===== src/rtl/controle_tranca_if.sv =====
// Lock controller bus: detector indications and alarm acknowledge in, lock/panel status out.
interface controle_tranca_if #(
    parameter int unsigned MAX_FAIL = 3
);
    localparam int unsigned FW = $clog2(MAX_FAIL + 1);

    logic          s1;
    logic          s2;
    logic          alarm_ack;
    logic          unlock;
    logic          lockout;
    logic          alarm;
    logic          led;
    logic [FW-1:0] fail_cnt;

    modport master (
        output s1, s2, alarm_ack,
        input  unlock, lockout, alarm, led, fail_cnt
    );

    modport slave (
        input  s1, s2, alarm_ack,
        output unlock, lockout, alarm, led, fail_cnt
    );
endinterface


===== src/rtl/controle_tranca.sv =====
// Lock controller behind the code detector: timed unlock, failure counting, timed lockout with blinking LED.
// Optional CTRL_STICKY_ALARM_EN keeps alarm set after lockout until alarm_ack outside LOCKOUT.
module controle_tranca #(
    parameter int unsigned MAX_FAIL    = 3,
    parameter int unsigned OPEN_CYCLES = 8,
    parameter int unsigned LOCK_CYCLES = 16,
    parameter int unsigned BLINK_DIV   = 2
) (
    input logic             clk,
    input logic             rst,
    controle_tranca_if.slave bus
);
    localparam int unsigned FW   = $clog2(MAX_FAIL + 1);
    localparam int unsigned MAXC = (OPEN_CYCLES > LOCK_CYCLES) ? OPEN_CYCLES : LOCK_CYCLES;
    localparam int unsigned TW   = (MAXC > 1) ? $clog2(MAXC) : 1;
    localparam int unsigned BW   = (BLINK_DIV > 1) ? $clog2(BLINK_DIV) : 1;

    typedef enum logic [1:0] {IDLE, OPEN, LOCKOUT} state_t;

    state_t        state, state_nx;
    logic [TW-1:0] timer, timer_nx;
    logic [BW-1:0] blink, blink_nx;
    logic [FW-1:0] fail, fail_nx;
    logic          unlock_q, unlock_nx;
    logic          lockout_q, lockout_nx;
    logic          alarm_q, alarm_nx;
    logic          led_q, led_nx;
    logic          s1_q, s2_q;
    logic          ok_evt_c, err_evt_c;

    // Rising edges only; a simultaneous wrong code wins over a correct one
    assign err_evt_c = bus.s2 & ~s2_q;
    assign ok_evt_c  = bus.s1 & ~s1_q & ~err_evt_c;

    always_ff @(posedge clk or posedge rst) begin
        if (rst) state <= IDLE;
        else     state <= state_nx;
    end

    always_comb begin
        state_nx   = state;
        timer_nx   = timer;
        blink_nx   = blink;
        fail_nx    = fail;
        unlock_nx  = unlock_q;
        lockout_nx = lockout_q;
        led_nx     = led_q;
        alarm_nx   = alarm_q;

        case (state)
            IDLE: begin
                if (err_evt_c) begin
                    if (32'(fail) + 32'd1 < MAX_FAIL) begin
                        fail_nx = FW'(fail + 1'b1);
                    end else begin
                        state_nx   = LOCKOUT;
                        fail_nx    = FW'(MAX_FAIL);
                        timer_nx   = TW'(LOCK_CYCLES - 1);
                        blink_nx   = '0;
                        led_nx     = 1'b1;
                        lockout_nx = 1'b1;
                    end
                end else if (ok_evt_c) begin
                    state_nx  = OPEN;
                    timer_nx  = TW'(OPEN_CYCLES - 1);
                    fail_nx   = '0;
                    unlock_nx = 1'b1;
                    led_nx    = 1'b1;
                end
            end
            OPEN: begin
                if (ok_evt_c) begin
                    timer_nx = TW'(OPEN_CYCLES - 1);
                end else if (timer == '0) begin
                    state_nx  = IDLE;
                    unlock_nx = 1'b0;
                    led_nx    = 1'b0;
                end else begin
                    timer_nx = TW'(timer - 1'b1);
                end
            end
            LOCKOUT: begin
                if (timer == '0) begin
                    state_nx   = IDLE;
                    fail_nx    = '0;
                    led_nx     = 1'b0;
                    lockout_nx = 1'b0;
                    blink_nx   = '0;
                end else begin
                    timer_nx = TW'(timer - 1'b1);
                    if (blink == BW'(BLINK_DIV - 1)) begin
                        led_nx   = ~led_q;
                        blink_nx = '0;
                    end else begin
                        blink_nx = BW'(blink + 1'b1);
                    end
                end
            end
            default: state_nx = IDLE;
        endcase

`ifdef CTRL_STICKY_ALARM_EN
        if (state != LOCKOUT && bus.alarm_ack) alarm_nx = 1'b0;
        if (state != LOCKOUT && state_nx == LOCKOUT) alarm_nx = 1'b1;
`else
        alarm_nx = lockout_nx;
`endif
    end

`ifndef CTRL_STICKY_ALARM_EN
    logic unused_alarm_ack;
    assign unused_alarm_ack = bus.alarm_ack;
`endif

    // Edge registers reset high so a level already present at reset release is not an event
    always_ff @(posedge clk or posedge rst) begin
        if (rst) begin
            timer     <= '0;
            blink     <= '0;
            fail      <= '0;
            unlock_q  <= 1'b0;
            lockout_q <= 1'b0;
            alarm_q   <= 1'b0;
            led_q     <= 1'b0;
            s1_q      <= 1'b1;
            s2_q      <= 1'b1;
        end else begin
            timer     <= timer_nx;
            blink     <= blink_nx;
            fail      <= fail_nx;
            unlock_q  <= unlock_nx;
            lockout_q <= lockout_nx;
            alarm_q   <= alarm_nx;
            led_q     <= led_nx;
            s1_q      <= bus.s1;
            s2_q      <= bus.s2;
        end
    end

    assign bus.unlock   = unlock_q;
    assign bus.lockout  = lockout_q;
    assign bus.alarm    = alarm_q;
    assign bus.led      = led_q;
    assign bus.fail_cnt = fail;
endmodule


===== src/flat_wrapper.sv =====
// flat-port wrapper written by rule: the top's interface ports become plain ports
module controle_tranca_flat 
#(
    parameter int unsigned MAX_FAIL    = 3,
    parameter int unsigned OPEN_CYCLES = 8,
    parameter int unsigned LOCK_CYCLES = 16,
    parameter int unsigned BLINK_DIV   = 2
)
  (clk, rst, bus_s1, bus_s2, bus_alarm_ack, bus_unlock, bus_lockout, bus_alarm, bus_led, bus_fail_cnt);
  controle_tranca_if #(.MAX_FAIL(MAX_FAIL)) bus_i ();
  input logic clk;
  input logic rst;
  input wire logic [$bits(bus_i.s1)-1:0] bus_s1;
  input wire logic [$bits(bus_i.s2)-1:0] bus_s2;
  input wire logic [$bits(bus_i.alarm_ack)-1:0] bus_alarm_ack;
  output wire logic [$bits(bus_i.unlock)-1:0] bus_unlock;
  output wire logic [$bits(bus_i.lockout)-1:0] bus_lockout;
  output wire logic [$bits(bus_i.alarm)-1:0] bus_alarm;
  output wire logic [$bits(bus_i.led)-1:0] bus_led;
  output wire logic [$bits(bus_i.fail_cnt)-1:0] bus_fail_cnt;
  assign bus_i.s1 = bus_s1;
  assign bus_i.s2 = bus_s2;
  assign bus_i.alarm_ack = bus_alarm_ack;
  assign bus_unlock = bus_i.unlock;
  assign bus_lockout = bus_i.lockout;
  assign bus_alarm = bus_i.alarm;
  assign bus_led = bus_i.led;
  assign bus_fail_cnt = bus_i.fail_cnt;
  controle_tranca #(.MAX_FAIL(MAX_FAIL), .OPEN_CYCLES(OPEN_CYCLES), .LOCK_CYCLES(LOCK_CYCLES), .BLINK_DIV(BLINK_DIV)) u_core (.clk(clk), .rst(rst), .bus(bus_i));
endmodule

===== config.mk =====
export PLATFORM = sky130hd
export DESIGN_NAME = controle_tranca_flat
export DESIGN_NICKNAME = d
export VERILOG_FILES = /design/src/rtl/controle_tranca_if.sv /design/src/rtl/controle_tranca.sv /design/src/flat_wrapper.sv
export SDC_FILE = /design/constraint.sdc
export NUM_CORES = 1
export LEC_CHECK = 0
export BUFFER_PORTS_ARGS = -buffer_cell sky130_fd_sc_hd__buf_2
export CORE_MARGIN = 4
export CORE_UTILIZATION = 45
export CTS_BUF_LIST = sky130_fd_sc_hd__clkbuf_2
export DETAILED_ROUTE_END_ITERATION = 7
export PLACE_DENSITY = 0.74
export SLEW_MARGIN = 20
export SYNTH_ARGS = -nofsm -noshare
export SYNTH_HDL_FRONTEND = slang
export SYNTH_SLANG_ARGS = --single-unit

===== constraint.sdc =====
create_clock -name clk -period 2.1 [get_ports clk]
set_clock_uncertainty 0.05 [all_clocks]
set_input_delay 0.105 -clock clk [delete_from_list [all_inputs] [get_ports clk]]
set_output_delay 0.105 -clock clk [all_outputs]
set_load 0.02 [all_outputs]

; Word-level counts from Yosys, hierarchy flattened
; Index checks and enable logic that the tools add are counted.
[op_classes]
bitwise = 7
reduce_logical = 12
order_cmp = 1
muxes = 34
add_sub_neg = 4
eq_ne = 12
[op_table]
columns = operator, count
row1 = "< comparator 32 x 2 -> 1 bit, second input constant", 1
row2 = two-way mux 4 bit, 5
row3 = two-way mux 2 bit, 9
row4 = two-way mux 1 bit, 13
row5 = case mux 4 bit (3 select lines), 1
row6 = AND reduction 3 bit, 4
row7 = "inequality test 2 x 1 -> 1 bit, second input constant", 4
row8 = "inequality test 2 bit, second input constant", 3
row9 = "inequality test 3 x 1 -> 1 bit, second input constant", 2
row10 = case mux 1 bit (2 select lines), 3
row11 = case mux 2 bit (3 select lines), 1
row12 = AND reduction 6 bit, 1
row13 = AND reduction 5 bit, 1
row14 = zero test 4 bit, 1
row15 = inverter 1 bit, 4
row16 = case mux 2 bit (2 select lines), 1
row17 = AND reduction 4 bit, 1
row18 = nonzero test 2 bit, 2
row19 = "subtractor 4 x 1 -> 4 bit, second input constant", 1
row20 = "adder 2 x 1 -> 3 bit, second input constant", 1
row21 = bitwise AND 1 bit, 3
row22 = "inequality test 3 bit, second input constant", 1
row23 = case mux 1 bit (3 select lines), 1
row24 = nonzero test 3 bit, 1
row25 = other kinds (5), 5
[word_totals]
output_inout_bits = 6
reg_bits = 14
elab_cells = 79

; Logic depth before layout (Yosys ltp)
[logic_depth]
ltp_word = 7
depth_mapped = 7
depth_no_buf = 6

; Worst setup path after synthesis
; No wires, ideal clock.
[synth_timing]
kind = register -> register
from = register u_core.timer[0]
to = register u_core.led_q, in the netlist u_core.bus.led
period_less_slack_ps = 1787
required_time_ps = 1925
path_stages_with_launch = 8
path_slack_ps = 313
arrival_time_ps = 1612
path_cell_list = dfrtp_1 > inv_1 > ha_1 > or3b_4 > buf_6 > a31oi_2 > o21ai_2 > mux2_4
[synth_between]
elab_chain_len = 3
[synth_lines]
columns = item, line_no
row1 = "start, declared", controle_tranca.sv:21  ; logic [TW-1:0] timer, timer_nx;
row2 = "start signal, assigned", controle_tranca.sv:128  ; timer <= timer_nx;
row3 = zero test 4 bit *, "controle_tranca.sv:74, controle_tranca.sv:83"
row4 = "inequality test 3 x 1 -> 1 bit (no line), or another cell as far along", --
row5 = AND reduction 6 bit (no line) / case mux 1 bit (3 select lines) (equally long branches), --
row6 = "end signal, assigned", controle_tranca.sv:134  ; led_q <= led_nx;
row7 = "end, declared", controle_tranca.sv:27  ; logic led_q, led_nx;
; Mark *: on every way between the ends. The rest lies on a longest branch, timed or not.
; A chain may end at the register's enable or synchronous reset.

; Worst setup path after layout
[layout_timing]
from = register u_core.timer[0]
to = register u_core.fail[0], in the netlist u_core.bus.fail_cnt[0]
[layout_between]
elab_chain_len = 3
[layout_lines]
columns = item, line_no
row1 = zero test 4 bit, controle_tranca.sv:83  ; if (timer == '0) begin
row2 = inequality test 2 x 1 -> 1 bit (no line), --
row3 = AND reduction 3 bit (no line), --
row4 = "end signal, assigned", controle_tranca.sv:130  ; fail <= fail_nx;
row5 = "end, declared", controle_tranca.sv:23  ; logic [FW-1:0] fail, fail_nx;
; No other way between the ends.

==> run summary <==
DP HPWL: 1300 um
Critical Path RT: 2.23 ns
number of routed nets with antenna violations: 0
CTS buffer count: 3
peak supply drop: 0.758 mV
DR vias/cell: 5.43
Fill cells: 190
Initial DRC Count: 15
multi-input logic area: 497 um2
number of global-route vias before repair: 725
Top Ports: 11
setup bufs post-CTS: 0
Final #Nets: 117
met3 global-route usage: 5.35%
Die Width: 53.0 um
combinational share of power: 59.8%
post-synthesis cell count: 93
routing usage on met1: 17.8%
synthesized flop and latch total: 14
grt total ovfl: 0
Syn Area/Cell: 9.78 um2
P_leak: 0.000456 uW
vias: 722
Crit Path Category: flop to flop
Synth area leaders: dfrtp_1 33%, ha_1 6.9%, dfstp_2 5.8%, o21ai_0 4.4%, a21oi_1 3.9%
minimum clock period: 1.99 ns
GP Congestion: 0.811
Slew @ Worst Pin: 0.550 ns
dominant synthesized flop cell: dfrtp_1
max incr delay on CP: 0.47 ns
GR peak layer: met2
number of unique standard cell types used by synthesis: 38
unrepaired setup endpoints after global routing: false
Critical Path, Cell by Cell: inv_1, ha_1, or3b_4, a21oi_2, and2_1, mux2_1
clock-pin slew on the worst setup and hold paths: 0.15 ns
share of post-route cells with drive strength above 1: 22.6%
reg2reg setup slack: 0.11 ns
Worst Hold Class: input pin to async pin
delay-heaviest family, CP: simple AND/OR/NAND/NOR gates
num rows: 16
clk root buf: clkbuf_2
sw power: 686 uW
Seq/Total Area, Yosys: 38.8%
global-route wire length before repair: 3040 um
Placed Instance Area: 962 um2
routed length per instance: 13.2 um
Antenna diodes: 0
Flop pwr share: 30.9%
Net Sw Frac: 45.6%
largest net degree at the start of global routing: 15
Synth async-reset ratio: 100%
All-Layer GR Usage: 14.9%
die area: 2800 um2
clock sink count: 14
initial core utilization: 46.8%
highest-delay cell along the critical path: or3b_4
setup violators final: 0
WP data arrival: 2.12 ns
met2 usage in global routing: 24.4%
Power Density: 1480 nW/um2
number of synthesized flops with an enable pin: 0
WP buf/inv: 1
Core Region: 1940 um2
largest area contributor in the netlist: dfrtp_1
period utilization: 94.8%
CP startpoint kind: flop
achievable frequency: 502 MHz
Syn Nets: 103
status: completed
DRC: 0
Synth top area share: 33.0%
Clock Latency Late Sink: 0.30 ns
CP Capture Type: flop
Max FO, Critical Path: 11
WL final: 1760 um
commonest non-fill, non-tap cell in the layout: dfrtp_1
most frequent cells in the layout: 12 x dfrtp_1, 9 x buf_2, 8 x o21ai_0, 8 x inv_1, 6 x a21oi_1
Worst slew margin: 63.3%
Fin Setup TNS: 0 ns
Final Hold Viols: 0
Int Power: 819 uW
clk buf depth: 2
mapped cell area: 910 um2
clock share of power: 9.3%
initial antenna violation count: 0
Yosys warnings: 0
Die Ht: 53.0 um
FF+latch area: 353 um2
CTS tree: yes
P&R area growth vs syn: 11.7%
port bufs: 9
design area: 1020 um2
DRT Pass-1 Iters: 4
number of max-cap violations: 0
Final Max Slew Viols: 0
htree depth: 1
-- timing repair --
action	4_1_cts	5_1_grt
hold buffers	3	0
endpoints found under the hold margin	14	0
gates resized for setup	0	1
setup endpoints to repair	0	1
-- power groups by stage --
stage               sequential [uW]  clock, uW  combinational [uW]
floorplan                       497          0                 672
global placement                467          0                 861
detailed placement              475          0                 887
CTS                             468        147                 896
global route                    481        154                1020
finish                          465        140                 900
-- final timing paths --
kind	start	end	cells after the start
max	u_core.timer[0]	u_core.bus.fail_cnt[0]	6
min	rst	u_core.timer[2]	3
max reg2reg	u_core.timer[0]	u_core.bus.fail_cnt[0]	6
min reg2reg	u_core.blink	u_core.blink	1
max in group asynchronous	rst	u_core.s2_q	3
min in group clk	bus_s1	u_core.s1_q	2
-- sequential cells by signal, indices dropped and copies added, names as in the netlist --
register,count
u_core.bus.lockout,1
u_core.s2_q,1
u_core.bus.led,1
u_core.s1_q,1
u_core.bus.fail_cnt,2
u_core.timer,4
u_core.state,2
u_core.bus.unlock,1
u_core.blink,1
-- tightest hold or removal path, cell delays in order --
cell	delay (ns)
dlygate4sd3_1	0.53
buf_2	0.12
inv_1	0.40
-- cell type report --
type | count | share of cell area [%]
multi-input cells | 67 | 48.9
flip-flops and latches | 14 | 34.7
repair buffers | 13 | 8.13
well taps | 27 | 3.33
inverters | 8 | 2.96
clock buffers | 4 | 1.97
-- cells by family (layout without fill, tap and decap cells) --
| kind of cell | after synthesis | in the layout | synth area share, % |
|---|---|---|---|
| DFF | 14 | 14 | 38.8 |
| and+or+nand+nor | 24 | 24 | 15.4 |
| buffers and inverters | 12 | 25 | 7.01 |
| adders and majority gates | 5 | 5 | 6.88 |
| muxes | 4 | 4 | 5.09 |
| AOI/OAI and AO/OA | 34 | 34 | 26.8 |
-- through the flow --
stage | hold WS, ns | cells | power (uW) | utilization (%) | worst slack, ns
after detailed placement | 0.135 | 126 | 1360 | 49.5 | 0.116
final | 0.323 | 133 | 1510 | 52.3 | 0.109
after floorplan | -0.0572 | 93 | 1170 | - | 0.313
after global placement | 0.125 | 126 | 1330 | 49.5 | 0.175
after global routing | 0.370 | 133 | 1650 | 52.3 | 0.0342
after CTS | 0.332 | 133 | 1510 | 52.1 | 0.0598
-- Yosys cell counts, drive strengths merged, types with 2 or more instances --
cell,n
a31oi,3
mux2i,2
nor3,2
buf,3
o2bb2ai,2
nand3,3
mux2,2
dfrtp,12
nand2b,4
o31ai,4
ha,5
a21oi,7
nor2,4
o21ai,10
inv,8
nand2,4
dfstp,2
-- metal layers --
layer  part of all wire (%)  routed length [um]
met5                      0                   0
met4                   0.80                  14
met1                     47                 820
met3                    4.2                  74
met2                     48                 851
Power figures use the tool's default switching activity.
